===== src/rtl/bitsliced_result_collector.sv =====
// Bit-sliced result collector: reassembles ALU result slices (LSB first)
// into a full word and hands it to writeback under valid/ready.
module bitsliced_result_collector #(
  parameter int LENGTH     = 32,
  parameter int Slice_Size = 4
) (
  input  logic                  clk,
  input  logic                  reset,
  input  logic                  start,
  input  logic [4:0]            rd_addr_in,
  input  logic                  abort,
  input  logic [Slice_Size-1:0] slice_in,
  input  logic                  slice_valid,
  output logic [LENGTH-1:0]     result,
  output logic [4:0]            rd_addr,
  output logic                  result_valid,
  input  logic                  result_ready,
  output logic                  zero,
  output logic                  busy,
  output logic                  overrun
);

  localparam int NSLICE = LENGTH / Slice_Size;
  localparam int CW     = $clog2(NSLICE) + 1;

  typedef enum logic [1:0] {
    IDLE,
    COLLECT,
    HOLD
  } state_t;

  state_t state;
  state_t state_nxt;

  logic [LENGTH-1:0] sr;
  logic [LENGTH-1:0] sr_shift;
  logic [CW-1:0]     cnt;
  logic              take;
  logic              last;
  logic              load;
  logic              drop;
  logic              release_word;

  assign sr_shift = {slice_in, sr[LENGTH-1:Slice_Size]};

  assign take = (state == COLLECT) && slice_valid;
  assign last = take && (cnt == CW'(NSLICE - 1));

  assign release_word = (state == HOLD) && result_ready;

  // A new word may begin from IDLE, or straight out of a released HOLD.
  assign load = start && ((state == IDLE) || release_word);

  // Slices only have a home while collecting; anything else is lost.
  assign drop = slice_valid && (state != COLLECT);

  assign busy = (state != IDLE);

  // Next-state selection; abort overrides everything.
  always_comb begin
    state_nxt = state;
    if (abort) begin
      state_nxt = IDLE;
    end else begin
      unique case (state)
        IDLE: begin
          if (start)
            state_nxt = COLLECT;
        end
        COLLECT: begin
          if (last)
            state_nxt = HOLD;
        end
        HOLD: begin
          if (result_ready)
            state_nxt = start ? COLLECT : IDLE;
        end
        default: state_nxt = IDLE;
      endcase
    end
  end

  // State register.
  always_ff @(posedge clk or negedge reset) begin
    if (!reset)
      state <= IDLE;
    else
      state <= state_nxt;
  end

  // Shift register, slice counter and destination address.
  always_ff @(posedge clk or negedge reset) begin
    if (!reset) begin
      sr      <= '0;
      cnt     <= '0;
      rd_addr <= '0;
    end else if (abort) begin
      sr      <= '0;
      cnt     <= '0;
      rd_addr <= '0;
    end else if (load) begin
      sr      <= '0;
      cnt     <= '0;
      rd_addr <= rd_addr_in;
    end else if (take) begin
      sr      <= sr_shift;
      cnt     <= cnt + CW'(1);
    end
  end

  // Presented word, its flags and the valid half of the handshake.
  always_ff @(posedge clk or negedge reset) begin
    if (!reset) begin
      result       <= '0;
      zero         <= 1'b0;
      result_valid <= 1'b0;
    end else if (abort) begin
      result       <= '0;
      zero         <= 1'b0;
      result_valid <= 1'b0;
    end else if (last) begin
      result       <= sr_shift;
      zero         <= ~|sr_shift;
      result_valid <= 1'b1;
    end else if (release_word) begin
      result_valid <= 1'b0;
    end
  end

  // Sticky record of slices that arrived with nowhere to go.
  always_ff @(posedge clk or negedge reset) begin
    if (!reset)
      overrun <= 1'b0;
    else if (!abort && drop)
      overrun <= 1'b1;
  end

endmodule


===== config.mk =====
export PLATFORM = sky130hd
export DESIGN_NAME = bitsliced_result_collector
export DESIGN_NICKNAME = d
export VERILOG_FILES = /design/src/rtl/bitsliced_result_collector.sv
export SDC_FILE = /design/constraint.sdc
export NUM_CORES = 1
export LEC_CHECK = 0
export ABC_AREA = 0
export BUFFER_PORTS_ARGS = -buffer_cell sky130_fd_sc_hd__buf_2
export CORE_ASPECT_RATIO = 0.6
export CORE_MARGIN = 8
export CORE_UTILIZATION = 31
export DETAILED_ROUTE_END_ITERATION = 8
export GPL_TIMING_DRIVEN = 0
export PLACE_DENSITY = 0.49
export SKIP_LAST_GASP = 1
export SLEW_MARGIN = 10
export SYNTH_ARGS = -nofsm -noshare
export SYNTH_HDL_FRONTEND = slang
export SYNTH_SLANG_ARGS = --single-unit

===== constraint.sdc =====
create_clock -name clk -period 2.8 [get_ports clk]
set_input_delay 0.56 -clock clk [delete_from_list [all_inputs] [get_ports clk]]
set_output_delay 0.56 -clock clk [all_outputs]
set_load 0.02 [all_outputs]

==> results.yml, run 1 <==
min_path:
  hold_class: "in2async"
logic_synthesis:
  synthSimpleGateAreaFrac_pct: 12.7
  yosys.area_share.xor_xnor_pct: 0.280
  synth_cells: 286
  ys_warn_count: 0
  synth_nets: 302
  synth_fa_ha_area_share_pct: 0.400
  ys_dominant_reg_cell: "dfrtp_1"
  synth_area_mm2: 0.00312
  ys_seq_area_share_pct: 59.3
  synth_mux_area_share_pct: 0.360
  avgSynthCellArea_um2: 10.9
  synth-async-reset-ratio_pct: 100
  synth_compound_area_share_pct: 22.3
  ys_ff_latch: 74
  synth_top_family_by_area: "compound AO/OA/AOI/OAI gates"
  synth_cell_types: 35
  synth_edf_count: 0
clocking:
  cts_sinks: 74
  clkLatencyLatePin_ns: 0.34
  hold_buffers: 0
  htreeDepth: 3
  cts_buffers: 9
  clock-root-buffer: "clkbuf_16"
  cts_tree: "built"
  postCtsSetupRepairBufs: 0
  clk_pin_slew_ns: 0.06
  post_cts_resized: 0
  clock_path_buffers: 2
drt:
  vias: 2521
  drc: 0
  first_iter_violations: 114
  wl_per_cell_um: 17.9
  dr.pass1.iters: 4
  wl_mm: 8.78
  ant_nets: 0
  routed_via_density: 5.13
layout:
  final_cells: 491
  stdcell_area_mm2: 0.00386
  drive_above_1_share_pct: 26.4
  fin_nets: 368
  fin_util_pct: 39.3
  syn2layout_area_growth_pct: 23.7
  num_antenna_cells: 0
critical_path:
  regToRegSetupSlack_ns: 1.10
  crit_family: "flip-flops"
  slowest_stage: "dfrtp_1"
  worstPathRequired_ns: 2.24
  end_kind: "output pin"
  slowest_delay_ns: 0.44
  crit_type: "reg2out"
  worstPathCellList: "or2_2 > buf_2"
  critPathLaunchType: "register"
  cp.arrival_ns: 1.25
  r2r_cells: 5
  crit_fanout: 8
  r2r-start: "cnt[0]"
  r2r-end: "result[31]"
  crit_buf_inv: 1
global_route:
  grt_max_degree: 61
  first_global_vias: 2543
  grtUsageTotal_pct: 13.5
  antenna_found_initial: 0
  grt.overflow.total: 0
  grt_pass1_wl_mm: 14.4
placement:
  dp_hpwl_mm: 6.27
  placedCellCount: 476
  place_area_mm2: 0.00359
  io_buffers: 54
  gp_congestion: 0.764
timing:
  tightest_slew_ns: 0.591
  fmaxAchievable_mhz: 553
  finalSetupViolCount: 0
  setup-tns-final_ns: 0
  final.period_utilization_pct: 64.6
  max_slew_margin_pct: 60.6
  layout_min_cycle_time_ns: 1.81
  hold_viol_final: 0
  skew_ns: 0.00516
  rsz0062_at_grt: "false"
  slew_viol_final: 0
floorplan:
  coreArea_mm2: 0.00984
  die_y_um: 93.8
  die_x_um: 146
  rows: 28
  start_util_pct: 31.7
  io_pins: 56
  dieArea_mm2: 0.0137
pwr:
  finalPower_mw: 2.26
  p_leak_nw: 1.83
  peakVddDrop_v: 0.000290
  power_density_mw_per_mm2: 586
job:
  drv_cap: 0
status:
  status: "finished, final reports clean"
## synthesized netlist by cell type, types with 2 or more instances
library cell	instances	area, µm²
or3b_1	3	26.3
nand3_1	34	170
a21oi_1	41	205
clkbuf_1	10	37.5
nand2_1	2	7.51
nor2_1	4	15.0
buf_2	10	50.1
buf_4	4	30.0
nand2b_1	2	12.5
buf_6	2	22.5
nand3b_1	2	15.0
o21ai_0	39	195
dfrtp_1	74	1850
or3b_2	3	26.3
a22o_1	29	254
nand4_1	2	12.5
nor4_1	7	43.8
## power breakdown
group | total [mW] | switching [mW] | internal [mW]
Clock | 1.06 | 0.421 | 0.638
Combinational | 0.118 | 0.0807 | 0.0378
Sequential | 1.09 | 0.00760 | 1.08
Total | 2.26 | 0.509 | 1.75
## per-layer routing
layer | wire (µm) | track usage [%]
met1 | 4640 | 19.7
met2 | 3590 | 17.8
met3 | 462 | 5.24
met4 | 87 | 3.62
met5 | 0 | 0
## worst reg2reg max path, stage by stage, from the launching register on
cell and delay [ns]:
dfrtp_1 0.40, ha_1 0.22, nand4b_1 0.27, clkbuf_1 0.37
o21ai_0 0.16, a21oi_1 0.18
## cells by family (layout without fill, tap and decap cells)
logic type               after synthesis  count (layout)
AO/OA/AOI/OAI                        114             114
flip-flops                            74              74
AND/OR/NAND/NOR                       67              67
buffers and inverters                 28              98
adder cells (fa/ha/maj)                1               1
XOR/XNOR                               1               1
multiplexers                           1               1
## area by class of cell
cell class	count	area [µm²]
Fill cell	1009	5980
Sequential cell	74	1850
Multi-Input combinational cell	184	1120
Timing Repair Buffer	55	300
Clock buffer	12	256
Tap cell	135	169
Buffer	27	145
Clock inverter	3	15.0
Inverter	1	3.75
## worst max path at each step
stage / cells past startpoint / endpoint / start / slack, ns
4_1_cts: 2 / busy / state[1] / 0.98
3_5_place_dp: 4 / result[16] / abort / 0.96
3_3_place_gp: 1 / result[19] / reset / 0.61
5_1_grt: 2 / busy / state[0] / 0.95
6_report: 2 / busy / state[1] / 0.99
2_1_floorplan: 4 / cnt[0] / result_ready / 1.34
## layout by cell type (no fill, tap or decap), drive strengths merged, types with 2 or more instances in the layout
master / netlist / final
a21oi: 41 / 41
a22o: 29 / 29
buf: 16 / 71
clkbuf: 11 / 23
clkinv: 0 / 3
dfrtp: 74 / 74
nand2: 2 / 2
nand2b: 3 / 3
nand3: 34 / 34
nand3b: 2 / 2
nand4: 2 / 2
nor2: 4 / 4
nor4: 7 / 7
o21ai: 39 / 39
or3b: 6 / 6
## metrics by stage
stage	hold WS [ns]	worst slack (ns)
3_3_place_gp	0.458	0.613
4_1_cts	0.0780	0.983
3_5_place_dp	0.436	0.964
5_1_grt	0.0822	0.947
2_1_floorplan	0.264	1.34
6_report	0.0818	0.992
## flip-flops by register name, summed over array words and instances, names as in the netlist
name          count
sr               28
state             2
result_valid      1
overrun           1
cnt               4
result           32
zero              1
rd_addr           5
No activity file was read; power rests on OpenSTA's default activity.
==> inputs of run 2 (changes only) <==
- ABC_AREA: 0 -> 1
- PLACE_DENSITY: 0.49 -> 0.51
- clock period: 2.8 -> 1.63 ns (I/O delays scaled with it)
==> run 2 against run 1 <==
Clock skew hardly changed. Hold slack improved by 0.13 ns. Global-route usage decreased by 0.49 points. Flip-flop and latch count is the same. Wire length decreased by 5.5%. Worst setup slack worse by 0.86 ns. Synthesized area grew 2.5%. Combinational power rose to 2.7 times the previous value. Register-to-register slack got worse by 0.97 ns. Critical path type is now reg2reg. Largest power group unchanged.
==> results.yml, run 2 <==
timing:
  layout_min_cycle_time_ns: 1.50
  finalSetupViolCount: 0
  skew_ns: 0.00483
  final.period_utilization_pct: 92.2
  tightest_slew_ns: 0.310
  setup-tns-final_ns: 0
  slew_viol_final: 0
  fmaxAchievable_mhz: 666
  hold_viol_final: 0
  max_slew_margin_pct: 79.3
  rsz0062_at_grt: "false"
  fin_ws_ns: 0.128
logic_synthesis:
  synthSimpleGateAreaFrac_pct: 34.8
  synthTopCellsByArea: "dfrtp_1 58%, nand2_1 21%, nand3_1 6.7%, nor2_1 3.0%, nand2_4 1.4%"
  synth_compound_area_share_pct: 1.52
  synth.most_common_cell: "nand2_1"
  synth_top_family_by_area: "simple AND/OR/NAND/NOR gates"
  synth_area_mm2: 0.00320
  synth_cells: 371
  synth_cell_types: 20
  synth_top_area_share_pct: 57.8
  ys_seq_area_share_pct: 57.8
  avgSynthCellArea_um2: 8.63
  yosys.area_share.xor_xnor_pct: 0.547
  ys_ff_latch: 74
  synth_edf_count: 0
  ys_dominant_reg_cell: "dfrtp_1"
  yosysTopAreaCell: "dfrtp_1"
  synth_nets: 387
  synth-async-reset-ratio_pct: 100
  yosys-top-cells-count: "178 x nand2_1, 74 x dfrtp_1, 43 x nand3_1"
  synth_fa_ha_area_share_pct: 0.391
  synth_mux_area_share_pct: 0
  ys_warn_count: 0
clocking:
  cts_sinks: 74
  htreeDepth: 3
  clock_path_buffers: 2
  cts_tree: "built"
  cts_buffers: 9
  clkLatencyLatePin_ns: 0.33
  clock-root-buffer: "clkbuf_16"
  clk_pin_slew_ns: 0.06
min_path:
  hold_class: "in2reg"
critical_path:
  worstPathRequired_ns: 1.90
  critPathLaunchType: "register"
  crit_type: "reg2reg"
  cp.arrival_ns: 1.77
  worstPathCellList: "nor2_4 > nand2_4 > clkinv_4 > nand2_4 > nor2_8 > buf_6 > nand2_1 > nand2_1"
  crit_buf_inv: 2
  crit_fanout: 10
  end_kind: "register"
  slowest_delay_ns: 0.45
  crit_family: "simple AND/OR/NAND/NOR gates"
  slowest_stage: "dfrtp_1"
pwr:
  power_density_mw_per_mm2: 1010
  peakVddDrop_v: 0.000592
  p_leak_nw: 2.33
layout:
  fillers: 1062
  largest_reg_flops: 32
  mostFrequentLayoutCell: "nand2_1"
  num_antenna_cells: 0
  drive_above_1_share_pct: 22.7
  syn2layout_area_growth_pct: 24.0
  top_register: "result"
  fin_util_pct: 39.9
  fin_nets: 456
  most-common-layout-cells: "178 x nand2_1, 73 x dfrtp_1, 62 x buf_2"
  stdcell_area_mm2: 0.00397
  largestRegisters: "result: 32 flops, sr: 28 flops, rd_addr: 5 flops"
floorplan:
  die_x_um: 147
  die_y_um: 94.7
  coreArea_mm2: 0.00995
  dieArea_mm2: 0.0139
  rows: 28
  io_pins: 56
  start_util_pct: 32.2
drt:
  dr.pass1.iters: 5
  drc: 0
  wl_per_cell_um: 14.3
  first_iter_violations: 157
  routed_via_density: 4.46
  ant_nets: 0
  wl_mm: 8.30
  vias: 2583
status:
  status: "finished, final reports clean"
placement:
  io_buffers: 55
  gp_congestion: 0.743
  dp_hpwl_mm: 6.03
  place_area_mm2: 0.00368
  place_ws_ns: 0.112
global_route:
  first_global_vias: 2742
  grt.overflow.total: 0
  grtUsageTotal_pct: 13.0
  grt_max_degree: 60
  grt_pass1_wl_mm: 14.3
  antenna_found_initial: 0
job:
  drv_cap: 0
-- run 2: changes by cell type in the layout (fill, tap and decap cells not counted), sizes merged, moves of 6 or more --
cell,change
nor4,-7
or3b,-6
clkbuf,-11
a21oi,-35
nand3,+9
o21ai,-39
inv,+9
nand2,+180
a22o,-29
nor2,+26
-- run 2: tightest hold or removal path: stages --
cell     delay [ns]
buf_2          0.07
nand3_1        0.06
nand2_1        0.05
-- run 2: path summary, 6_finish.rpt --
kind | startpoint | end | slack (ns) | depth (start not counted)
max | state[1] | result[11] | 0.13 | 8
min | rd_addr_in[3] | rd_addr[3] | 0.22 | 3
max reg2reg | state[1] | result[11] | 0.13 | 8
min reg2reg | sr[5] | sr[5] | 0.50 | 2
max in group asynchronous | reset | state[0] | 0.65 | 3
min in group asynchronous | reset | result[26] | 0.40 | 2
-- run 2: cell type report --
class	count	area (µm²)	area share (%)
flip-flops and latches	74	1850	46.7
multi-input cells	270	1190	30.1
clock buffers	12	256	6.46
plain buffers	16	111	2.81
well taps	135	169	4.26
repair buffers	58	323	8.13
clock inverters	3	15.0	0.378
inverters	11	46.3	1.17
-- run 2: repair_timing --
| item | 4_1_cts | 5_1_grt |
|---|---|---|
| resized for setup | 0 | 2 |
| hold buffers | 1 | 0 |
| setup buffers | 0 | 1 |
| hold endpoints to repair | 15 | 0 |
| setup endpoints to repair | 0 | 16 |
-- run 2: report_power, final --
part | switching [mW] | total (mW) | internal [mW]
Combinational | 0.218 | 0.313 | 0.0944
Clock | 0.726 | 1.82 | 1.10
Sequential | 0.0210 | 1.88 | 1.86
-- run 2: cell families (layout without fill, tap and decap cells) --
group	after synthesis	after routing
buffers and inverters	27	100
XOR/XNOR	2	2
AO/OA/AOI/OAI	8	8
adder cells (fa/ha/maj)	1	1
AND/OR/NAND/NOR	259	259
flip-flops	74	74
-- run 2: layer usage --
metal,track usage (%),wire length [µm],up-vias
met4,4.30,104,0
li1,-,-,1306
met2,17.2,2990,58
met3,4.11,442,11
met1,19.3,4760,1208
met5,0,0,-
-- run 2: per-stage QoR --
step | cells | hold WS, ns | power, mW
2_1_floorplan | 371 | 0.0304 | 2.09
3_3_place_gp | 561 | 0.459 | 2.22
3_5_place_dp | 562 | 0.211 | 2.23
4_1_cts | 578 | 0.208 | 4.08
5_1_grt | 579 | 0.243 | 4.19
6_report | 579 | 0.215 | 4.02
==> inputs of run 3 (changes only) <==
- PLACE_DENSITY: 0.51 -> 0.45
- clock period: 1.63 -> 1.55 ns (I/O delays scaled with it)
==> run 3 against run 2 <==
Sequential power rose by 5%. Global-route usage rose by 0.48 points. Clock power rose by 27%. Largest power group is now clock.
==> results.yml, run 3 (synthesis gave the netlist of run 2 again) <==
drt:
  first_iter_violations: 136
  vias: 2605
  ant_nets: 0
  wl_mm: 8.57
  routed_via_density: 4.45
  wl_per_cell_um: 14.6
  drc: 0
  dr.pass1.iters: 4
critical_path:
  crit_type: "reg2out"
  r2r_cells: 8
  r2r-start: "cnt[0]"
  worstPathRequired_ns: 1.24
  critPathLaunchType: "register"
  regToRegSetupSlack_ns: 0.11
  r2r-end: "result[4]"
  crit_fanout: 3
  cp.arrival_ns: 1.17
  end_kind: "output pin"
global_route:
  grt_pass1_wl_mm: 14.7
  grtUsageTotal_pct: 13.5
  antenna_found_initial: 0
  groute.layer.met2.usage_pct: 18.6
  grt.overflow.total: 0
  grt_max_degree: 60
  gr-usage-met1_pct: 19.1
  busiest_layer: "met1"
  gr-usage-met3_pct: 5.01
  first_global_vias: 2751
floorplan:
  start_util_pct: 32.2
  rows: 28
  io_pins: 56
  die_y_um: 94.7
  coreArea_mm2: 0.00995
  die_x_um: 147
  dieArea_mm2: 0.0139
layout:
  mostFrequentLayoutCell: "nand2_1"
  fin_nets: 461
  largestRegisters: "result: 32 flops, sr: 28 flops, rd_addr: 5 flops"
  final_cells: 585
  largest_reg_flops: 32
  fillers: 1074
  most-common-layout-cells: "178 x nand2_1, 73 x dfrtp_1, 62 x buf_2"
  num_antenna_cells: 0
  syn2layout_area_growth_pct: 28.6
  top_register: "result"
  drive_above_1_share_pct: 24.4
status:
  status: "finished, final reports clean"
pwr:
  power_density_mw_per_mm2: 1130
  p_leak_nw: 2.36
  peakVddDrop_v: 0.000569
placement:
  gp_congestion: 0.717
  dp_hpwl_mm: 6.05
  io_buffers: 55
  placedCellCount: 562
clocking:
  clock_path_buffers: 2
  clkLatencyLatePin_ns: 0.33
  cts_buffers: 9
  htreeDepth: 3
  cts_sinks: 74
  clock-root-buffer: "clkbuf_16"
  clk_pin_slew_ns: 0.06
  cts_tree: "built"
timing:
  holdWs_ns: 0.212
  tightest_slew_ns: 0.310
  fmaxAchievable_mhz: 677
  skew_ns: 0.00681
  hold_viol_final: 0
  slew_viol_final: 0
  final.period_utilization_pct: 95.3
  max_slew_margin_pct: 79.3
  rsz0062_at_grt: "true"
  layout_min_cycle_time_ns: 1.48
  finalSetupViolCount: 0
min_path:
  hold_end: "rd_addr[4]"
  whs_path_depth: 3
  hp-start: "rd_addr_in[4]"
  hold_class: "in2reg"
job:
  drv_cap: 0
[run 3: cell count changes in the layout (fill, tap and decap cells not counted), moves of 2 or more]
cell / before / now
buf_4: 7 / 12
buf_6: 3 / 1
buf_8: 0 / 2
bufinv_16: 0 / 2
clkinv_2: 3 / 1
nand2_4: 4 / 2
nand2_8: 0 / 2
[run 3: what timing repair did]
| item | in CTS | in global routing |
|---|---|---|
| endpoints found under the setup margin | 25 | 65 |
| endpoints found under the hold margin | 15 | 0 |
| cloned | 0 | 0 |
| hold buffers | 1 | 0 |
| resized for setup | 3 | 8 |
| buffers inserted | 2 | 4 |
| pin swaps | 1 | 5 |
[run 3: metal layers]
layer  share of wire [%]  up-vias
met5                   0        -
met1                  53     1223
met2                  39       53
met3                 6.6        8
met4                 1.0        0
li1                    -     1321
[run 3: power breakdown]
| group | leakage, nW | switching [mW] | internal, mW |
|---|---|---|---|
| Clock | 0.165 | 0.777 | 1.54 |
| Sequential | 1.02 | 0.0206 | 1.96 |
| Combinational | 1.18 | 0.252 | 0.127 |
| Total | 2.36 | 1.05 | 3.62 |
[run 3: how the worst max path moves through the flow]
stage / end / depth (start not counted) / startpoint / slack [ns]
after detailed placement: sr[13] / 7 / state[1] / -0.01
after floorplan: sr[10] / 7 / state[1] / 0.24
final: busy / 4 / state[0] / 0.07
after CTS: result[14] / 8 / state[1] / 0.01
after global placement: result[0] / 1 / reset / -0.42
after global routing: result[14] / 8 / cnt[0] / -0.02
[run 3: metrics by stage]
stage	setup WS, ns	area (µm²)	power [mW]	TNS [ns]	utilization (%)
after floorplan	0.237	3200	2.20	0	-
after global placement	-0.421	3650	2.34	-30.79	36.6
after detailed placement	-0.0106	3680	2.35	-0.0106	36.9
after CTS	0.0116	4050	4.72	0	40.7
after global routing	-0.0174	4120	4.87	-0.0389	41.4
final	0.0724	4120	4.67	0	41.4
[run 3: area by class of cell]
cell class / count / area [µm²] / area share (%)
Inverter: 11 / 48.8 / 1.18
Buffer: 16 / 119 / 2.89
Clock buffer: 12 / 267 / 6.47
Clock inverter: 4 / 72.6 / 1.76
Timing Repair Buffer: 63 / 360 / 8.75
Sequential cell: 74 / 1850 / 45.0
Tap cell: 135 / 169 / 4.10
Multi-Input combinational cell: 270 / 1230 / 29.9
[run 3: worst max-delay path, cell delays in order (launching register included)]
cell	delay, ns
dfrtp_1	0.39
buf_4	0.16
nor2_2	0.09
inv_1	0.04
buf_2	0.15
